==> config.mk <==
export PLATFORM = sky130hd
export DESIGN_NAME = mem_access_ctrl
export DESIGN_NICKNAME = d
export VERILOG_FILES = /design/src/rtl/mem_pkg.sv /design/src/rtl/mem_access_ctrl_load_extend.sv /design/src/rtl/mem_access_ctrl.sv
export SDC_FILE = /design/constraint.sdc
export NUM_CORES = 1
export LEC_CHECK = 0
export CAP_MARGIN = 10
export CORE_MARGIN = 2
export CORE_UTILIZATION = 49
export DETAILED_ROUTE_END_ITERATION = 6
export PLACE_DENSITY_LB_ADDON = 0.1
export SYNTH_ARGS = -nofsm -noshare
export SYNTH_HDL_FRONTEND = slang
export SYNTH_HIERARCHICAL = 1
export SYNTH_SLANG_ARGS = --single-unit
==> constraint.sdc <==
create_clock -name clk -period 5.25 [get_ports clk]
set_clock_uncertainty 0.2 [all_clocks]
set_input_delay 1.05 -clock clk [delete_from_list [all_inputs] [get_ports clk]]
set_output_delay 1.05 -clock clk [all_outputs]
set_load 0.02 [all_outputs]
==> src/rtl/mem_pkg.sv <==
// Shared encodings, FSM state type and size helper for the data-memory access controller.
package mem_pkg;

    localparam logic [1:0] SZ_BYTE = 2'b00;
    localparam logic [1:0] SZ_HALF = 2'b01;
    localparam logic [1:0] SZ_WORD = 2'b10;
    localparam logic [1:0] SZ_ILL  = 2'b11;

    localparam int unsigned MEM_BYTES_DEFAULT = 256;

    typedef enum logic [1:0] {
        IDLE,
        SETUP,
        STROBE,
        RESP
    } state_t;

    function automatic logic [2:0] size_bytes(input logic [1:0] size);
        case (size)
            SZ_BYTE: return 3'd1;
            SZ_HALF: return 3'd2;
            default: return 3'd4;
        endcase
    endfunction

endpackage

==> src/rtl/mem_access_ctrl_load_extend.sv <==
// Right-justified load data extension: zero- or sign-extends byte and half-word reads.
module load_extend
    import mem_pkg::*;
(
    input  logic [1:0]  size,
    input  logic        sign,
    input  logic [31:0] data,
    output logic [31:0] ext
);

    always_comb begin
        ext = data;
        case (size)
            SZ_BYTE: ext = {{24{sign & data[7]}}, data[7:0]};
            SZ_HALF: ext = {{16{sign & data[15]}}, data[15:0]};
            default: ext = data;
        endcase
    end

endmodule

==> src/rtl/mem_access_ctrl.sv <==
// Load/store controller sequencing the data RAM as SETUP (controls) -> STROBE (enable) -> RESP.
module mem_access_ctrl
    import mem_pkg::*;
#(
    parameter int unsigned MEM_BYTES = MEM_BYTES_DEFAULT
) (
    input  logic        clk,
    input  logic        reset,
    input  logic        req_valid,
    output logic        req_ready,
    input  logic        req_write,
    input  logic [1:0]  req_size,
    input  logic        req_signed,
    input  logic [31:0] req_addr,
    input  logic [31:0] req_wdata,
    output logic        rsp_valid,
    input  logic        rsp_ready,
    output logic [31:0] rsp_rdata,
    output logic        rsp_error,
    output logic        mem_enable,
    output logic        mem_rw,
    output logic [1:0]  mem_size,
    output logic [31:0] mem_addr,
    output logic [31:0] mem_wdata,
    input  logic [31:0] mem_rdata
);

    state_t      state;
    logic        hold_write;
    logic        hold_signed;
    logic [1:0]  hold_size;
    logic        req_error;
    logic [32:0] last_byte;
    logic [31:0] wdata_masked;
    logic [31:0] load_data;

    // 33-bit sum so addresses near 2^32 cannot wrap into range
    always_comb begin
        last_byte = {1'b0, req_addr} + 33'(size_bytes(req_size)) - 33'd1;
        req_error = 1'b0;
        if (req_size == SZ_ILL)
            req_error = 1'b1;
        if (req_size == SZ_HALF && req_addr[0])
            req_error = 1'b1;
        if (req_size == SZ_WORD && req_addr[1:0] != 2'b00)
            req_error = 1'b1;
        if (last_byte >= 33'(MEM_BYTES))
            req_error = 1'b1;

        wdata_masked = req_wdata;
        case (req_size)
            SZ_BYTE: wdata_masked = {24'b0, req_wdata[7:0]};
            SZ_HALF: wdata_masked = {16'b0, req_wdata[15:0]};
            default: wdata_masked = req_wdata;
        endcase
    end

    load_extend u_load_extend (
        .size (hold_size),
        .sign (hold_signed),
        .data (mem_rdata),
        .ext  (load_data)
    );

    // mem_* controls only change on a legal accept, so they are stable across the enable pulse
    always_ff @(posedge clk) begin
        if (reset) begin
            state       <= IDLE;
            req_ready   <= 1'b1;
            rsp_valid   <= 1'b0;
            rsp_error   <= 1'b0;
            rsp_rdata   <= '0;
            mem_enable  <= 1'b0;
            mem_rw      <= 1'b0;
            mem_size    <= SZ_BYTE;
            mem_addr    <= '0;
            mem_wdata   <= '0;
            hold_write  <= 1'b0;
            hold_signed <= 1'b0;
            hold_size   <= SZ_BYTE;
        end else begin
            case (state)
                IDLE: begin
                    if (req_valid && req_ready) begin
                        hold_write  <= req_write;
                        hold_signed <= req_signed;
                        hold_size   <= req_size;
                        req_ready   <= 1'b0;
                        rsp_rdata   <= '0;
                        if (req_error) begin
                            state     <= RESP;
                            rsp_valid <= 1'b1;
                            rsp_error <= 1'b1;
                        end else begin
                            state     <= SETUP;
                            rsp_error <= 1'b0;
                            mem_rw    <= req_write;
                            mem_size  <= req_size;
                            mem_addr  <= req_addr;
                            mem_wdata <= wdata_masked;
                        end
                    end
                end
                SETUP: begin
                    state      <= STROBE;
                    mem_enable <= 1'b1;
                end
                STROBE: begin
                    state      <= RESP;
                    mem_enable <= 1'b0;
                    rsp_valid  <= 1'b1;
                    rsp_rdata  <= hold_write ? '0 : load_data;
                end
                RESP: begin
                    if (rsp_ready) begin
                        state     <= IDLE;
                        rsp_valid <= 1'b0;
                        req_ready <= 1'b1;
                    end
                end
                default: state <= IDLE;
            endcase
        end
    end

endmodule

==> run summary <==
fmax -> 196 MHz
placed cell areas -> 0.00941 mm2
Via density -> 5.80
share of total power in sequential cells -> 0.335
yosys warns -> 6
Placer Congestion -> 0.955
post-synth cell types -> 76
drt total wl -> 22800 um
Final Setup Violations -> 0
Die ar. -> 0.0156 mm2
hold_ws -> 0.251 ns
FILL cells -> 1309
dpl hpwl -> 16200 um
Async S/R FF share, synth -> 0
Antenna diodes -> 0
RR Endpoint -> mem_wdata[8]$_SDFFE_PP0P_
Inserted Clock Buffers -> 9
Worst-Margin Slew -> 0.867 ns
pre-CTS setup slack -> -0.273 ns
Startpoint Class -> input pin
vias in the first global route -> 7078
leak pwr -> 3.63 nW
Area Growth Syn to Fin -> 37.3%
Switching Fraction -> 0.373
hold path endpoint -> rsp_rdata[4]$_SDFFE_PP0P_
total track usage -> 0.278
clock slew at reported path FFs -> 0.07 ns
Initial Util -> 0.497
fin. max-slew vios -> 0
CP max FO -> 23
outcome -> finished, final reports clean
Relative slew margins -> 0.421
die height -> 125 um
fin crit share -> 0.970
first-pass GRT wire length -> 36300 um
setup TNS -> 0 ns
critical path arrival -> 5.11 ns
Comb pwr share -> 0.376
CTS tree -> done
Final Core Density -> 0.682
boundary pin count -> 207
final instance area -> 0.00984 mm2
clock tree buffer depth -> 2
Rows -> 44
Worst-Skew Late Latency -> 0.36 ns
Crit. End Element -> flop
Yosys reg bits -> 109
CTS root buf -> clkbuf_16
max cap viols -> 0
min cycle time layout -> 5.09 ns
Pint -> 1.69 mW
register area share after synthesis -> 0.304
setup ws final -> 0.157 ns
post-route total power -> 2.69 mW
Remaining Overflow, GRT -> 0
Tightest Hold Check Type -> flop to flop
hold path startpoint -> rsp_rdata[4]$_SDFFE_PP0P_
residual DRC count -> 0
Final #Nets -> 1281
power per standard cell area -> 273 mW/mm2
Hold Path Depth -> 2
worst path required time -> 5.26 ns
htree depth -> 3
Core Footprint -> 0.0144 mm2
WS Path Type -> input pin to flop
CTS Sinks -> 109
P_sw -> 1.00 mW
PortBufs -> 206
Synth Instances -> 955
DR iter-0 viols -> 539
largest net degree at the start of global routing -> 74
drt wl/cell -> 17.2 um
worst r2r path cells -> 6
number of synthesized flops with an enable pin -> 0
RSZ-0062 raised after global routing -> no
Mapped Area -> 0.00717 mm2
Vias -> 7699
drt first pass iters -> 5
clock power share -> 0.290
Hold Vio Cnt, Final -> 0
remaining antenna violation count -> 0
Mean Syn Cell Area -> 7.51 um2
Worst VDD drop -> 204 uV
dpl cells -> 1306
RR Startpoint -> state[0]$_SDFFE_PP0P_
post-synth net total -> 1098
Top FF cell, synth -> dfxtp_1
initial antenna violation count -> 0
Die X -> 125 um
layout cell share with drive strength beyond 1 -> 0.0989
r2r setup slk -> 2.64 ns
Non-Filler Instances -> 1327
cell usage after synthesis (3+ instances only):
library cell  number  area share
o21ai_1           31       0.022
xor2_1             7      0.0086
o41ai_1            3      0.0037
nor3_1            12      0.0084
a21o_1             7      0.0073
o21ai_2            6      0.0073
o211ai_1           7      0.0073
o2111ai_1          3      0.0037
mux2i_1            3      0.0042
a31oi_1            5      0.0044
o21ai_0           81       0.057
nor4_1             3      0.0026
a21oi_2            4      0.0049
nand4_1           78       0.068
nor2b_1            9      0.0079
buf_6              6      0.0094
inv_1             47       0.025
or3_1              6      0.0052
a21oi_1          140       0.098
clkbuf_1          41       0.021
and2_1            18       0.016
nand2b_1           4      0.0035
dfxtp_1          109        0.30
buf_4             17       0.018
buf_2             23       0.016
and3_1             4      0.0035
nor3b_1            3      0.0031
nor2_1            31       0.016
o21bai_1           3      0.0031
ha_1              38       0.066
nand3_1           34       0.024
nand2_1          100       0.052
xnor2_1            5      0.0061
a211oi_1          11       0.012
o21a_1             5      0.0052
power groups by stage:
stage	clock network (mW)	registers, mW	logic (mW)
after CTS	0.791	0.900	0.981
after detailed placement	0	0.919	0.977
final	0.780	0.900	1.01
after global routing	0.830	0.906	1.10
after floorplan	0	0.929	0.623
after global placement	0	0.917	0.978
layout by cell type, fill, tap and decap left out, types with 3 or more instances in the layout:
| master | instances |
|---|---|
| buf_4 | 54 |
| a21o_1 | 7 |
| o21ai_0 | 79 |
| and3_1 | 3 |
| a211oi_1 | 9 |
| and2_1 | 18 |
| o2111ai_1 | 3 |
| nor2b_1 | 9 |
| nor2_1 | 30 |
| nor3b_1 | 3 |
| nand2b_1 | 4 |
| inv_1 | 47 |
| or3_1 | 6 |
| ha_1 | 38 |
| o21a_1 | 5 |
| nor4_1 | 3 |
| o41ai_1 | 3 |
| nand2_1 | 100 |
| a21oi_1 | 138 |
| clkdlybuf4s50_1 | 205 |
| a21oi_2 | 5 |
| buf_12 | 4 |
| a31oi_1 | 5 |
| nand3_1 | 34 |
| o211ai_1 | 7 |
| mux2i_1 | 3 |
| xor2_1 | 7 |
| dfxtp_1 | 109 |
| o21ai_2 | 7 |
| nand4_1 | 78 |
| xnor2_1 | 5 |
| nor3_1 | 12 |
| clkbuf_16 | 11 |
| o21ai_1 | 32 |
| o21bai_1 | 3 |
sequential cells by signal, indices dropped and copies added (netlist names):
name / count
rsp_error: 1
mem_rw: 1
state: 2
req_ready: 1
hold_write: 1
mem_wdata: 32
mem_size: 2
rsp_valid: 1
rsp_rdata: 32
hold_size: 2
hold_signed: 1
mem_enable: 1
mem_addr: 32
worst max-delay path, cell delays in order:
cell and delay [ns]:
clkdlybuf4s50_1 0.57, nand2_1 0.09, ha_1 0.27, inv_1 0.06, ha_1 0.16, inv_1 0.06
fa_1 0.37, nand2b_1 0.19, a21oi_4 0.20, o2111ai_1 0.18, and3_1 0.22, buf_4 0.14
o31ai_2 0.27, xor2_1 0.18, nor4_4 0.30, buf_4 0.19, nand2_4 0.10, clkbuf_16 0.25
o21ai_0 0.18, a21oi_1 0.08
metal layers:
layer | global-route usage | wire, um
met4 | 0.0850 | 550
met3 | 0.0736 | 1660
met2 | 0.438 | 10300
met5 | 0 | 0
met1 | 0.375 | 10300
how the worst max path moves through the flow:
stage                            endpoint   startpoint  slack, ns
2_1_floorplan  mem_wdata[12]$_SDFFE_PP0P_  req_size[1]       0.33
3_3_place_gp   mem_wdata[24]$_SDFFE_PP0P_  req_size[0]      -0.15
3_5_place_dp   mem_wdata[12]$_SDFFE_PP0P_  req_size[0]      -0.27
4_1_cts         mem_wdata[7]$_SDFFE_PP0P_  req_size[0]       0.09
5_1_grt          mem_addr[1]$_SDFFE_PP0P_  req_size[1]       0.01
6_report         mem_addr[3]$_SDFFE_PP0P_  req_size[0]       0.16
what timing repair did:
| item | in CTS | in global routing |
|---|---|---|
| gates resized for setup | 0 | 8 |
| hold buffers | 0 | 0 |
| setup endpoints to repair | 0 | 69 |
| buffers inserted | 0 | 3 |
cell type report:
class / count / area (um2) / area share
Clock buffer: 11 / 243 / 0.0247
Clock inverter: 5 / 88.8 / 0.00903
Inverter: 47 / 176 / 0.0179
Multi-Input combinational cell: 706 / 4340 / 0.440
Sequential cell: 109 / 2180 / 0.222
Tap cell: 184 / 230 / 0.0234
Timing Repair Buffer: 265 / 2590 / 0.263
cells by family (layout without fill, tap and decap cells):
family | count (synthesis) | after routing | synth area share
buffers and inverters | 140 | 328 | 0.0981
adders and majority gates | 39 | 39 | 0.0691
muxes | 6 | 6 | 0.0105
xor gates and xnor gates | 12 | 12 | 0.0147
DFF | 109 | 109 | 0.304
and+or+nand+nor | 320 | 320 | 0.237
AOI/OAI and AO/OA | 329 | 329 | 0.267
(Power assumes the default switching activity.)
